File: src/rtl/moving_average_n_if.sv
// Sample stream bundle for moving_average_n.
// It carries the input sample, the clear/valid qualifiers and the registered result with its flags.
interface moving_average_n_if #(
    parameter int DATA_W = 8
);
    logic                     clear;
    logic                     in_valid;
    logic signed [DATA_W-1:0] in_data;
    logic                     out_valid;
    logic signed [DATA_W-1:0] out_data;
    logic                     out_full;

    modport master (
        output clear, in_valid, in_data,
        input  out_valid, out_data, out_full
    );

    modport slave (
        input  clear, in_valid, in_data,
        output out_valid, out_data, out_full
    );
endinterface

File: src/rtl/moving_average_n.sv
// Streaming moving-average filter over the last 2**LOG2_DEPTH accepted samples.
// The output is the rounded mean; rounding is half toward +inf, and the result appears one cycle after each accept.
module moving_average_n #(
    parameter int DATA_W     = 8,
    parameter int LOG2_DEPTH = 2
) (
    input  logic               system1000,
    input  logic               system1000_rst,
    moving_average_n_if.slave  bus
);
    localparam int N     = 2 ** LOG2_DEPTH;
    localparam int WP_W  = (LOG2_DEPTH > 0) ? LOG2_DEPTH : 1;
    localparam int CNT_W = LOG2_DEPTH + 1;
    localparam int ACC_W = DATA_W + LOG2_DEPTH;
    localparam int SUM_W = ACC_W + 1;

    localparam logic [WP_W-1:0]         WP_LAST = WP_W'(N - 1);
    localparam logic [CNT_W-1:0]        CNT_MAX = CNT_W'(N);
    localparam logic signed [SUM_W-1:0] RND     = SUM_W'((2 ** LOG2_DEPTH) >> 1);

    logic signed [DATA_W-1:0] mem_q [N];
    logic signed [DATA_W-1:0] mem_d [N];
    logic [WP_W-1:0]          wp_q, wp_d;
    logic [CNT_W-1:0]         cnt_q, cnt_d;
    logic signed [ACC_W-1:0]  acc_q, acc_d;
    logic                     out_valid_q, out_valid_d;
    logic signed [DATA_W-1:0] out_data_q, out_data_d;
    logic                     out_full_q, out_full_d;

    logic signed [DATA_W-1:0] old_sample;
    logic signed [ACC_W-1:0]  acc_n;
    logic signed [SUM_W-1:0]  rounded;
    logic signed [DATA_W-1:0] mean;

    // The running sum swaps the oldest slot for the new sample; an empty slot reads 0 during warm-up.
    always_comb begin
        old_sample = mem_q[wp_q];
        acc_n      = acc_q + ACC_W'(bus.in_data) - ACC_W'(old_sample);
        rounded    = SUM_W'(acc_n) + RND;
        mean       = DATA_W'(rounded >>> LOG2_DEPTH);

        mem_d       = mem_q;
        wp_d        = wp_q;
        cnt_d       = cnt_q;
        acc_d       = acc_q;
        out_valid_d = 1'b0;
        out_data_d  = out_data_q;
        out_full_d  = out_full_q;

        if (bus.clear) begin
            mem_d      = '{default: '0};
            wp_d       = '0;
            cnt_d      = '0;
            acc_d      = '0;
            out_data_d = '0;
            out_full_d = 1'b0;
        end else if (bus.in_valid) begin
            mem_d[wp_q] = bus.in_data;
            wp_d        = (wp_q == WP_LAST) ? '0 : wp_q + WP_W'(1);
            cnt_d       = (cnt_q == CNT_MAX) ? cnt_q : cnt_q + CNT_W'(1);
            acc_d       = acc_n;
            out_valid_d = 1'b1;
            out_data_d  = mean;
            out_full_d  = (cnt_d == CNT_MAX);
        end
    end

    always_ff @(posedge system1000) begin
        if (system1000_rst) begin
            mem_q       <= '{default: '0};
            wp_q        <= '0;
            cnt_q       <= '0;
            acc_q       <= '0;
            out_valid_q <= 1'b0;
            out_data_q  <= '0;
            out_full_q  <= 1'b0;
        end else begin
            mem_q       <= mem_d;
            wp_q        <= wp_d;
            cnt_q       <= cnt_d;
            acc_q       <= acc_d;
            out_valid_q <= out_valid_d;
            out_data_q  <= out_data_d;
            out_full_q  <= out_full_d;
        end
    end

    assign bus.out_valid = out_valid_q;
    assign bus.out_data  = out_data_q;
    assign bus.out_full  = out_full_q;
endmodule
File: src/flat_wrapper.sv
// flat-port wrapper written by rule: the top's interface ports become plain ports
module moving_average_n_flat 
#(
    parameter int DATA_W     = 8,
    parameter int LOG2_DEPTH = 2
)
  (system1000, system1000_rst, bus_clear, bus_in_valid, bus_in_data, bus_out_valid, bus_out_data, bus_out_full);
  moving_average_n_if #(.DATA_W(DATA_W)) bus_i ();
  input  logic system1000;
  input  logic system1000_rst;
  input wire logic [$bits(bus_i.clear)-1:0] bus_clear;
  input wire logic [$bits(bus_i.in_valid)-1:0] bus_in_valid;
  input wire logic [$bits(bus_i.in_data)-1:0] bus_in_data;
  output wire logic [$bits(bus_i.out_valid)-1:0] bus_out_valid;
  output wire logic [$bits(bus_i.out_data)-1:0] bus_out_data;
  output wire logic [$bits(bus_i.out_full)-1:0] bus_out_full;
  assign bus_i.clear = bus_clear;
  assign bus_i.in_valid = bus_in_valid;
  assign bus_i.in_data = bus_in_data;
  assign bus_out_valid = bus_i.out_valid;
  assign bus_out_data = bus_i.out_data;
  assign bus_out_full = bus_i.out_full;
  moving_average_n #(.DATA_W(DATA_W), .LOG2_DEPTH(LOG2_DEPTH)) u_core (.system1000(system1000), .system1000_rst(system1000_rst), .bus(bus_i));
endmodule
File: config.mk
export PLATFORM = sky130hd
export DESIGN_NAME = moving_average_n_flat
export DESIGN_NICKNAME = d
export VERILOG_FILES = /design/src/rtl/moving_average_n_if.sv /design/src/rtl/moving_average_n.sv /design/src/flat_wrapper.sv
export SDC_FILE = /design/constraint.sdc
export NUM_CORES = 1
export LEC_CHECK = 0
export ABC_CLOCK_PERIOD_IN_PS = 5250
export BUFFER_PORTS_ARGS = -buffer_cell sky130_fd_sc_hd__clkbuf_2
export CAP_MARGIN = 30
export CORE_MARGIN = 2
export CORE_UTILIZATION = 58
export CTS_CLUSTER_DIAMETER = 120
export CTS_CLUSTER_SIZE = 16
export DETAILED_ROUTE_END_ITERATION = 8
export PLACE_DENSITY = 0.83
export SYNTH_ARGS = -nofsm -noshare
export SYNTH_HDL_FRONTEND = slang
export SYNTH_SLANG_ARGS = --single-unit
File: constraint.sdc
create_clock -name system1000 -period 5.25 [get_ports system1000]
set_input_delay 0.7875 -clock system1000 [delete_from_list [all_inputs] [get_ports system1000]]
set_output_delay 0.7875 -clock system1000 [all_outputs]
set_load 0.02 [all_outputs]
## Word level (Yosys, flattened, before mapping)

Cells that the tools add are included.

| word-level totals | value |
|---|---|
| memories kept | 0 |
| bits in registers | 57 |
| latch bits | 0 |
| word-level logic and storage cells | 32 |
| RAM bits | 0 |
| bits in read-only memories | 0 |

| cells by class | value |
|---|---|
| bitwise gates (word level) | 1 |
| equal/unequal tests | 3 |
| shifts and indexed selects | 0 |
| reductions and logical operators | 2 |
| multiply operators | 0 |
| add/subtract/negate cells | 5 |
| multiplexer cells | 9 |
| magnitude comparators | 2 |
| div/mod/pow operators | 0 |

Operator list:

| operator | count |
|---|---|
| $bwmux W32 | 1 |
| $mux W8 | 3 |
| $bmux W8 S2 | 1 |
| $demux W8 S2 | 1 |
| $add A10 B3 Y10 const B | 1 |
| $add A10 B8 Y10 | 1 |
| $sub A10 B8 Y10 | 1 |
| $eq A3 B3 Y1 const B | 2 |
| $add A3 B1 Y3 const B | 1 |
| $ge A3 B3 Y1 const B | 1 |
| $lt A3 B1 Y1 const B | 1 |
| $mux W3 | 1 |
| $not A2 Y3 | 1 |
| $add A2 B1 Y2 const B | 1 |
| $eq A2 B2 Y1 const B | 1 |
| $mux W2 | 1 |
| $reduce_or A2 Y1 | 1 |
| $logic_and A1 B1 Y1 | 1 |
| $mux W1 | 1 |

## Depth between registers and ports, before layout

| depth | value |
|---|---|
| word-level depth | 6 |
| depth in mapped cells | 13 |
| depth with buffers taken out | 12 |

## Worst setup path after synthesis

Ideal clock, no wire load.

| timing | value |
|---|---|
| kind | register to register |
| start point | register u_core.wp_q[0] |
| end point | register u_core.out_data_q[6] (netlist: u_core.bus.out_data[6]) |
| data required time | 5176 ps |
| arrival | 3705 ps |
| stages on the path, launching flop included | 12 |
| setup slack | 1471 ps |
| library setup time | 74 ps |
| path through | dfxtp_1 > clkbuf_1 > mux4_2 > fa_1 > inv_1 > fa_1 > a21oi_2 > o22ai_2 > o41ai_4 > xnor2_1 > or4_1 > a31oi_1 |

| between the ends | value |
|---|---|
| word-level cells in the longest chain between the ends | 6 |

RTL lines:

| what | RTL line | source |
|---|---|---|
| start, declared | moving_average_n.sv:23 | `logic [WP_W-1:0] wp_q, wp_d;` |
| start signal, assigned | moving_average_n.sv:79 | `wp_q <= wp_d;` |
| $not A2 Y3 (not written as such) | moving_average_n.sv:37 | `old_sample = mem_q[wp_q];` |
| $bmux W8 S2 | moving_average_n.sv:37 |  |
| $mux W8 (not written as such) (2 in a row) | moving_average_n.sv:37 |  |
| $sub A10 B8 Y10 | moving_average_n.sv:38 | `acc_n = acc_q + ACC_W'(bus.in_data) - ACC_W'(old_sample);` |
| $add A10 B3 Y10 | moving_average_n.sv:39 | `rounded = SUM_W'(acc_n) + RND;` |
| end signal, assigned | moving_average_n.sv:83 | `out_data_q <= out_data_d;` |
| end, declared | moving_average_n.sv:27 | `logic signed [DATA_W-1:0] out_data_q, out_data_d;` |

Every way passes these cells. The select of a mux whose other input is x is not followed.
A chain may end at the register's enable or synchronous reset.

## Worst setup path after layout

| timing | value |
|---|---|
| start point | register u_core.wp_q[0] |
| end point | register u_core.out_data_q[7] (netlist: u_core.bus.out_data[7]) |

| between the ends | value |
|---|---|
| word-level cells in the longest chain between the ends | 6 |

RTL lines:

| what | RTL line | source |
|---|---|---|
| $not A2 Y3 (not written as such) | moving_average_n.sv:37 |  |
| $bmux W8 S2 | moving_average_n.sv:37 |  |
| $mux W8 (not written as such) (2 in a row) | moving_average_n.sv:37 |  |
| $sub A10 B8 Y10 | moving_average_n.sv:38 |  |
| via u_core.acc_n[2] | moving_average_n.sv:31 | `logic signed [ACC_W-1:0] acc_n;` |
| $add A10 B3 Y10 | moving_average_n.sv:39 |  |

The timed path passes the listed nets, and every way through them passes these cells. The select of a mux whose other input is x is not followed.

==> impl_metrics.json <==
{
  "cts_made_buffers": 9,
  "power.total_mw": 1.28,
  "hp-start": "u_core.mem_q[22]",
  "r2r_slack_ns": 1.22,
  "r2r_end": "u_core.bus.out_data[7]",
  "fin_skew_ns": 0.0104,
  "pre_cts_slack_ns": 1.21,
  "ys_types": 43,
  "grt_start_max_net_pins": 53,
  "yosysTopAreaCell": "dfxtp_1",
  "crit_type": "flop to flop",
  "drv_slew": 0,
  "cp.required_ns": 5.50,
  "ir_drop_v": 0.000218,
  "crit_top_cell": "fa_1",
  "place_congestion": 0.769,
  "synth_area_um2": 3200,
  "synth_flop_cell": "dfxtp_1",
  "maxCapViolCount": 0,
  "synth_edf_count": 0,
  "wl_per_cell_um": 14.6,
  "dr.pass1.iters": 4,
  "internal-power_mw": 0.861,
  "routed_wl_um": 6590,
  "grt_remaining_overflow": 0,
  "max_freq_mhz": 248,
  "power_frac_clock_pct": 35.5,
  "antenna_found_initial": 0,
  "die_h_um": 78.3,
  "drcViolationCount": 0,
  "slowest_delay_ns": 0.75,
  "crit_arrival_ns": 4.29,
  "switching_share_pct": 32.9,
  "r2r_cells": 10,
  "ys_top_cells_by_count": "57 x dfxtp_1, 43 x nand2_1, 38 x inv_1",
  "port_buffers": 21,
  "power.density_nw_per_um2": 365,
  "cts.sink_count": 57,
  "track_usage_pct": 23.2,
  "grt_setup_unrepaired": "no",
  "drt-initial-drc-count": 139,
  "layout.nets": 413,
  "setup_viol": 0,
  "ios": 22,
  "cts_resized": 0,
  "rows": 27,
  "core-area_um2": 5410,
  "holdPathStages": 2,
  "antenna_cells": 0,
  "syn_nets": 400,
  "power_frac_seq_pct": 36.2,
  "clockBufferDepth": 2,
  "yosysTopAreaCellShare_pct": 35.6,
  "status": "completed",
  "holdPathEnd": "u_core.mem_q[22]",
  "drive_above_1_share_pct": 14.8,
  "hp-class": "flop to flop",
  "cts_tree": "built",
  "tightest_slew_ns": 0.994,
  "leakagePower_nw": 1.41,
  "drt-vias-per-instance": 5.66,
  "post_cts_buffers": 0,
  "crit_path_max_fanout": 12,
  "die_w_um": 78.3,
  "dieArea_um2": 6130,
  "slew-limit-headroom_pct": 33.7,
  "whs_ns": 0.455,
  "cp-end-kind": "flop",
  "cp_slowest_cell": "dfxtp_1",
  "dp_hpwl_um": 4550,
  "setup_ws_ns": 1.22,
  "clk_pin_slew_ns": 0.07,
  "insertion_delay_ns": 0.34,
  "timing.final.crit_share_pct": 76.8,
  "vias": 2551,
  "synthArstFlopShare_pct": 0,
  "start_util_pct": 59.2,
  "yosysMostFrequentCell": "dfxtp_1",
  "crit_chain": "mux4_2 > fa_1 > inv_1 > fa_1 > xor2_1 > ha_1 > nor4b_1 > o2111ai_1 > o31a_1 > o31ai_1",
  "min_period_ns": 4.03,
  "grt_pass1_vias": 2472,
  "timing.setup.tns_ns": 0,
  "cts-root-buf": "clkbuf_8",
  "cts_hold_buf": 0,
  "ys_top_cells_by_area": "dfxtp_1 36%, ha_1 7.0%, fa_1 5.6%",
  "synth_cells": 361,
  "startpoint_type": "flop",
  "r2r_start": "u_core.wp_q[0]",
  "ant_nets": 0,
  "combPwrFrac_pct": 28.3,
  "finalHoldViolCount": 0,
  "area_growth_pct": 9.89,
  "h-tree-depth": 3,
  "synth-seq-area-share_pct": 35.6,
  "syn_avg_cell_area_um2": 8.87,
  "synth_seq_cells": 57,
  "ys.warnings.count": 0,
  "grt_pass1_wl_um": 11100,
  "p_switching_mw": 0.422
}
## power by group through the flow
stage / Clock (mW) / Sequential, mW / Combinational (mW)
floorplan: 0 / 0.478 / 0.286
global placement: 0 / 0.472 / 0.348
detailed placement: 0 / 0.473 / 0.361
CTS: 0.462 / 0.464 / 0.364
global route: 0.482 / 0.466 / 0.404
finish: 0.456 / 0.464 / 0.364
## flip-flops by register name (all words and copies together) (netlist names)
signal,flops
u_core.mem_q,32
u_core.acc_q,10
u_core.bus.out_data,8
u_core.cnt_q,3
u_core.wp_q,2
u_core.bus.out_full,1
u_core.bus.out_valid,1
## worst max-delay path by stage
stage	from	endpoint	cells after the start
after floorplan	u_core.wp_q[0]	u_core.bus.out_data[6]	11
after global placement	u_core.wp_q[0]	u_core.bus.out_data[7]	10
after detailed placement	u_core.wp_q[0]	u_core.bus.out_data[7]	10
after CTS	u_core.wp_q[0]	u_core.bus.out_data[7]	10
after global routing	u_core.wp_q[0]	u_core.bus.out_data[7]	10
final	u_core.wp_q[0]	u_core.bus.out_data[7]	10
## cell type report
type / count / area, µm²
clock buffer: 9 / 124
timing repair buffer: 22 / 113
clock inverter: 7 / 95.1
tap: 72 / 90.1
multi-input combinational: 246 / 1810
sequential: 57 / 1140
inverter: 38 / 143
fill: 436 / 1890
## cell families after synthesis
logic type                 Yosys count  share of synthesized area (%)
DFF                                 57                           35.6
adders and majority gates           27                           12.7
buffers and inverters               58                           7.74
and+or+nand+nor                    120                           16.8
muxes                               21                           9.73
AOI/OAI and AO/OA                   60                           12.5
xor gates and xnor gates            18                           4.92
## placed cells by master, fill, tap and decap left out, types with 7 or more instances in the layout
master,Yosys,routed
mux4_2,8,8
dfxtp_1,57,57
xor2_1,11,11
ha_1,18,18
xnor2_1,7,7
a21oi_1,35,35
nand3_1,35,35
clkbuf_8,3,9
mux2i_1,12,12
clkbuf_2,0,21
nand2_1,43,43
inv_1,38,38
fa_1,9,9
nor2_1,28,28
## through the flow
| step | util, % | std cells | instance area [µm²] |
|---|---|---|---|
| after CTS | 65.1 | 451 | 3520 |
| after detailed placement | 61.0 | 435 | 3300 |
| after global placement | 61.0 | 435 | 3300 |
| final | 65.1 | 451 | 3520 |
| after floorplan | - | 361 | 3200 |
| after global routing | 65.1 | 451 | 3520 |
## layer usage
metal,track usage (%),vias to the layer above,wire length [µm]
li1,-,1251,-
met1,29.1,1236,2920
met2,38.2,52,3300
met3,6.09,12,262
met4,8.95,0,107
met5,0,-,0
## worst max-delay path: cells and delay by family, from the launching register on
family | cells | cell delay, ns
xor gates and xnor gates | 1 | 0.23
and+or+nand+nor | 1 | 0.28
adders and majority gates | 3 | 1.23
DFF | 1 | 0.75
AOI/OAI and AO/OA | 3 | 0.78
buffers and inverters | 1 | 0.07
muxes | 1 | 0.60
(Power assumes the default switching activity.)
